--- src/rtl/pfifo_pkg.sv ---
// -----------------------------------------------------------------------------
// pfifo_pkg
// Shared definitions for the packet FIFO datapath (writer now, reader later).
//   pfifo_state_t : FSM state encoding (IDLE, RECV, BAD, PUT, CLOSE)
//   len_width()   : width of a per-packet length counter that must be able to
//                   hold MAX_LEN+1 (the saturated "too long" value).
// -----------------------------------------------------------------------------
package pfifo_pkg;

    typedef enum logic [2:0] {
        ST_IDLE  = 3'd0,  // no packet open
        ST_RECV  = 3'd1,  // packet open, good so far
        ST_BAD   = 3'd2,  // packet open, will be dropped
        ST_PUT   = 3'd3,  // one-cycle strobe slot after every accepted word
        ST_CLOSE = 3'd4   // commit/drop decision and strobe
    } pfifo_state_t;

    function automatic int len_width(input int max_len);
        return $clog2(max_len + 1) + 1;
    endfunction

endpackage

--- src/rtl/pfifo_writer_len_counter.sv ---
// -----------------------------------------------------------------------------
// pkt_len_counter
// Saturating per-packet word counter. Counts up to MAX_LEN+1 and stays there,
// so an arbitrarily long packet can never wrap back into the legal range.
// Ports:
//   clock, reset  : rising-edge clock, asynchronous active-high reset
//   clear         : synchronous clear (takes priority over inc)
//   inc           : count one accepted word
//   len           : current count
//   over_max      : len > MAX_LEN (saturated)
//   under_min     : len < MIN_LEN
// -----------------------------------------------------------------------------
module pkt_len_counter
    import pfifo_pkg::*;
#(
    parameter int MIN_LEN = 1,
    parameter int MAX_LEN = 15,
    parameter int LEN_W   = len_width(MAX_LEN)
) (
    input  logic             clock,
    input  logic             reset,
    input  logic             clear,
    input  logic             inc,
    output logic [LEN_W-1:0] len,
    output logic             over_max,
    output logic             under_min
);

    localparam logic [LEN_W-1:0] SAT_V = LEN_W'(MAX_LEN + 1);
    localparam logic [LEN_W-1:0] MIN_V = LEN_W'(MIN_LEN);
    localparam logic [LEN_W-1:0] ONE_V = LEN_W'(1);

    always_ff @(posedge clock or posedge reset) begin
        if (reset) begin
            len <= '0;
        end else if (clear) begin
            len <= '0;
        end else if (inc && (len != SAT_V)) begin
            len <= len + ONE_V;
        end
    end

    assign over_max  = (len == SAT_V);
    assign under_min = (len < MIN_V);

endmodule

--- src/rtl/pfifo_writer.sv ---
// -----------------------------------------------------------------------------
// pfifo_writer
// Packet ingress stage in front of pfifo. Every accepted word is re-timed into
// an isolated one-cycle `put`, and every packet ends with exactly one `commit`
// or `drop`. Packets that are too long, too short, flagged with `error`, or
// that hit a full FIFO are dropped, so the FIFO only keeps whole good packets.
//
// Handshake: a word transfers in every cycle where valid & ready are both 1.
// ready is a function of the FSM state only (forced low while reset is
// asserted); the upstream must hold in/last/error stable while valid is high
// and ready is low.
//
// Ports:
//   clock, reset          : rising-edge clock, asynchronous active-high reset
//   in, valid, last, error: upstream word stream (error sampled with last)
//   ready                 : upstream may transfer this cycle
//   out, put              : word and write strobe to FIFO
//   commit, drop          : packet close strobes to FIFO
//   full                  : FIFO full, sampled only in the accept cycle
//   commit_count,
//   drop_count            : wrapping strobe counters, present only when
//                           PFIFO_WRITER_STATS_EN is defined
// -----------------------------------------------------------------------------
module pfifo_writer
    import pfifo_pkg::*;
#(
    parameter int W       = 8,
    parameter int MIN_LEN = 1,
    parameter int MAX_LEN = 15
`ifdef PFIFO_WRITER_STATS_EN
    ,
    parameter int CNT_W   = 16
`endif
) (
    input  logic             clock,
    input  logic             reset,
    input  logic [W-1:0]     in,
    input  logic             valid,
    input  logic             last,
    input  logic             error,
    output logic             ready,
    output logic [W-1:0]     out,
    output logic             put,
    output logic             commit,
    output logic             drop,
    input  logic             full
`ifdef PFIFO_WRITER_STATS_EN
    ,
    output logic [CNT_W-1:0] commit_count,
    output logic [CNT_W-1:0] drop_count
`endif
);

    localparam int               LEN_W = len_width(MAX_LEN);
    localparam logic [LEN_W-1:0] MAX_V = LEN_W'(MAX_LEN);

    pfifo_state_t     state, state_d;
    logic [W-1:0]     out_d;
    logic             put_d, commit_d, drop_d;
    // Packet context carried from the accept cycle into PUT/CLOSE.
    logic             pkt_bad, pkt_bad_d;
    logic             closing, closing_d;
    logic             pkt_err, pkt_err_d;

    logic             len_clr, len_inc;
    logic [LEN_W-1:0] len;
    logic             over_max, under_min;
    logic             accept;
    logic             word_ok;

    pkt_len_counter #(
        .MIN_LEN (MIN_LEN),
        .MAX_LEN (MAX_LEN),
        .LEN_W   (LEN_W)
    ) u_len (
        .clock     (clock),
        .reset     (reset),
        .clear     (len_clr),
        .inc       (len_inc),
        .len       (len),
        .over_max  (over_max),
        .under_min (under_min)
    );

    assign ready  = !reset && ((state == ST_IDLE) || (state == ST_RECV) || (state == ST_BAD));
    assign accept = valid && ready;

    // The incremented length stays legal only if the current one is below MAX.
    assign word_ok = (state != ST_BAD) && !full && !over_max && (len < MAX_V);

    always_comb begin
        state_d   = state;
        out_d     = out;
        put_d     = 1'b0;
        commit_d  = 1'b0;
        drop_d    = 1'b0;
        pkt_bad_d = pkt_bad;
        closing_d = closing;
        pkt_err_d = pkt_err;
        len_clr   = 1'b0;
        len_inc   = 1'b0;

        case (state)
            ST_IDLE, ST_RECV, ST_BAD: begin
                if (accept) begin
                    len_inc   = 1'b1;
                    // Recomputed from scratch so a new packet never inherits
                    // the previous packet's badness.
                    pkt_bad_d = !word_ok;
                    if (word_ok) begin
                        out_d = in;
                        put_d = 1'b1;
                    end
                    closing_d = last;
                    pkt_err_d = last && error;
                    state_d   = ST_PUT;
                end
            end

            ST_PUT: begin
                if (closing) begin
                    state_d = ST_CLOSE;
                end else if (pkt_bad) begin
                    state_d = ST_BAD;
                end else begin
                    state_d = ST_RECV;
                end
            end

            ST_CLOSE: begin
                // First CLOSE cycle decides and registers the strobe; the
                // second one (strobe visible) returns to IDLE.
                if (commit || drop) begin
                    state_d   = ST_IDLE;
                    len_clr   = 1'b1;
                    pkt_bad_d = 1'b0;
                    closing_d = 1'b0;
                    pkt_err_d = 1'b0;
                end else if (!pkt_bad && !pkt_err && !under_min && !over_max) begin
                    commit_d = 1'b1;
                end else begin
                    drop_d = 1'b1;
                end
            end

            default: begin
                state_d = ST_IDLE;
                len_clr = 1'b1;
            end
        endcase
    end

    always_ff @(posedge clock or posedge reset) begin
        if (reset) begin
            state   <= ST_IDLE;
            out     <= '0;
            put     <= 1'b0;
            commit  <= 1'b0;
            drop    <= 1'b0;
            pkt_bad <= 1'b0;
            closing <= 1'b0;
            pkt_err <= 1'b0;
        end else begin
            state   <= state_d;
            out     <= out_d;
            put     <= put_d;
            commit  <= commit_d;
            drop    <= drop_d;
            pkt_bad <= pkt_bad_d;
            closing <= closing_d;
            pkt_err <= pkt_err_d;
        end
    end

`ifdef PFIFO_WRITER_STATS_EN
    localparam logic [CNT_W-1:0] CNT_ONE = CNT_W'(1);

    always_ff @(posedge clock or posedge reset) begin
        if (reset) begin
            commit_count <= '0;
            drop_count   <= '0;
        end else begin
            if (commit) commit_count <= commit_count + CNT_ONE;
            if (drop)   drop_count   <= drop_count + CNT_ONE;
        end
    end
`endif

endmodule

--- config.mk ---
export PLATFORM = sky130hd
export DESIGN_NAME = pfifo_writer
export DESIGN_NICKNAME = d
export VERILOG_FILES = /design/src/rtl/pfifo_pkg.sv /design/src/rtl/pfifo_writer_len_counter.sv /design/src/rtl/pfifo_writer.sv
export SDC_FILE = /design/constraint.sdc
export NUM_CORES = 1
export LEC_CHECK = 0
export CAP_MARGIN = 20
export CORE_ASPECT_RATIO = 0.7
export CORE_UTILIZATION = 40
export DETAILED_ROUTE_END_ITERATION = 12
export PLACE_DENSITY = 0.67
export SYNTH_ARGS = -nofsm -noshare
export SYNTH_HDL_FRONTEND = slang
export SYNTH_SLANG_ARGS = --single-unit
--- constraint.sdc ---
create_clock -name clock -period 1.8 [get_ports clock]
set_clock_uncertainty 0.1 [all_clocks]
set_input_delay 0.54 -clock clock [delete_from_list [all_inputs] [get_ports clock]]
set_output_delay 0.54 -clock clock [all_outputs]
set_load 0.02 [all_outputs]
==> results by group <==
Outcome
  – Status: finished, violations left
  – Failing checks: negative setup slack

Logic synthesis
  – Primary FF master, synth: dfrtp_1
  – Yosys top cell by area: dfrtp_1
  – Async SR Flop Fraction: 1.00
  – Top cell type's share of synthesized area: 0.528
  – Yosys Warn Count: 0
  – Cell Area, Synth: 1040 um2
  – Seq/Total Area, Yosys: 0.528
  – Post-Syn Nets: 108
  – Post-synth EDFFs: 0
  – Synth Instances: 92
  – Unique masters post-synth: 30
  – Syn avg cell area: 11.3 um2
  – Synth top area cells: dfrtp_1 53%, mux2_2 8.6%, mux2i_1 2.9%
  – #FFs+latches synth: 22

Global routing
  – Total gr overflow: 0
  – Global-route wire length before repair: 3.42 mm
  – Largest net degree at the start of global routing: 23
  – Number of global-route vias before repair: 790
  – Total GRT Usage: 0.163
  – Initial antenna violation count: 0

Route
  – Routed Antenna Nets: 0
  – Residual DRC: 0
  – Wirelength, routed: 2.12 mm
  – WL per Instance: 13.1 um
  – Routed vias/inst: 5.06
  – Routed vias: 814
  – Initial DRC count: 25
  – DRT Pass-1 Iters: 4

Setup path
  – Critical path's slowest cell: dfrtp_1
  – Crit path kind: flop to output pin
  – CP Data Required Time: 1160 ps
  – Largest fanout on the critical path: 5
  – Delay-heaviest family, CP: flip-flops
  – Worst Path Buf+Inv: 2
  – CP Capture Type: output pin
  – Worst path max stage delay: 390 ps
  – Cells along the critical path: a211o_1 > inv_2 > buf_6
  – Arrival @ worst endpoint: 1200 ps
  – Startpoint Class: flop

Die
  – IO Pins: 26
  – Die area: 2820 um2
  – Vert. Die Dim: 44.7 um
  – Initial Utilization: 0.424
  – Site row count: 15
  – Die Width: 63.0 um
  – Core area: 2460 um2

Clock network
  – CTS sink count: 22
  – Max clock buf depth: 2
  – H-tree levels: 1
  – Cts hold-fix bufs: 0
  – Clock latency at the later pin of the worst-skew pair: 260 ps
  – CTS Root Cell: clkbuf_8
  – CTS tree: yes
  – Clock slew at reported path FFs: 70 ps
  – TritonCTS Buffers: 3

Place
  – Placer Congestion: 0.850
  – Dpl hpwl: 1.69 mm
  – Number of cells after detailed placement: 156
  – Port bufs: 25

STA
  – Final setup margin: -39.3 ps
  – Final hold violations: 0
  – Worst Tran Pin Value: 613 ps
  – RSZ-0062 raised after global routing: yes
  – Fin Setup TNS: -39.3 ps
  – Rel. slew slack: 0.586
  – Period utilization: 1.02
  – Setup violations, final: 1
  – Max Freq: 544 MHz
  – Slew Viols, Final: 0
  – Tmin final: 1840 ps

Pwr
  – Pleak: 0.000704 uW
  – P per Cell Area: 1550 nW/um2
  – Peak VDD IR: 0.842 mV

Final layout
  – Finished Layout Cells: 161
  – Fillers: 219
  – Ratio of cells with drive above 1 in the final layout: 0.205
  – Nets: 144
  – Layout area overhead: 36.5%
  – Diode count: 0

Worst hold path
  – Min-delay worst type: input port to asynchronous set/reset pin

Flow run
  – Max Cap Viol: 0
[cell usage after synthesis (2+ instances only)]
library cell	instances
a21oi_1	3
nand4_1	4
nor2_1	7
mux2i_1	3
ha_1	2
inv_1	7
buf_6	2
or3_1	3
and2b_1	2
mux2_2	8
nand2_1	7
o22ai_1	2
a22o_1	2
o21ai_0	2
dfrtp_1	22
a211o_1	2
[per-stage QoR]
| step | hold slack, ps | worst slack [ps] | area, um2 | power (uW) | util |
|---|---|---|---|---|---|
| final | 223 | -39.3 | 1420 | 2210 | 0.579 |
| after detailed placement | 392 | -846 | 1380 | 1930 | 0.560 |
| after global routing | 250 | -114 | 1420 | 2390 | 0.579 |
| after floorplan | 367 | 125 | 1040 | 1530 | - |
| after global placement | 378 | -836 | 1380 | 1890 | 0.560 |
| after CTS | 223 | -42.1 | 1420 | 2220 | 0.576 |
[tightest hold or removal path: stages]
cell and delay (ps):
buf_2 110, inv_1 40, buf_4 280
[placed cells by master, fill, tap and decap left out, drive strengths merged, types with 2 or more instances in the layout]
| cell type | count |
|---|---|
| clkdlybuf4s50 | 12 |
| nor2 | 7 |
| o21ai | 2 |
| a22o | 2 |
| a21oi | 3 |
| buf | 11 |
| nand4 | 5 |
| dfrtp | 22 |
| inv | 7 |
| clkbuf | 4 |
| mux2i | 3 |
| dlygate4sd2 | 11 |
| nand2 | 7 |
| o22ai | 2 |
| ha | 2 |
| and2b | 2 |
| mux2 | 8 |
| a211o | 2 |
| or3 | 3 |
[layer usage]
layer	global-route usage	wire length, um
met1	0.212	1070
met2	0.282	991
met3	0.0455	46
met4	0.0279	10
met5	0	0
[final timing paths]
path	from	to	slack, ps	cells after the start
worst min-delay path	reset	state[0]	220	3
min in group clock	out[6]	out[6]	400	1
max in group asynchronous	reset	out[6]	1150	3
worst max-delay path	state[1]	ready	-40	3
worst max register to register	state[1]	u_len.len[1]	190	4
worst min register to register	out[6]	out[6]	400	1
[power breakdown]
group | switching, uW | internal [uW]
Clock | 150 | 195
Combinational | 507 | 485
Sequential | 168 | 704
[kinds of logic (layout without fill, tap and decap cells)]
group / count (synthesis) / in the layout / synth area share
AOI/OAI and AO/OA: 16 / 16 / 0.112
adders and majority gates: 2 / 2 / 0.0240
buffers and inverters: 10 / 45 / 0.0540
DFF: 22 / 22 / 0.528
muxes: 11 / 11 / 0.115
and+or+nand+nor: 31 / 31 / 0.167
[state kept, by name, indices dropped and copies added (netlist names)]
register / count
pkt_err: 1
state: 3
closing: 1
out: 8
put: 1
pkt_bad: 1
u_len.len: 5
commit: 1
drop: 1
[area by class of cell]
class	instances	area [um2]	share of cell area
multi-input combinational	60	435	0.306
tap	34	42.5	0.0299
timing repair buffer	34	313	0.220
inverter	7	26.3	0.0185
sequential	22	551	0.387
clock buffer	4	55.1	0.0387
[timing repair]
| action | in CTS | in global routing |
|---|---|---|
| pin swaps | 1 | 1 |
| resized for setup | 22 | 0 |
| buffers inserted | 0 | 1 |
| endpoints found under the setup margin | 14 | 1 |
No activity file was read; power rests on OpenSTA's default activity.
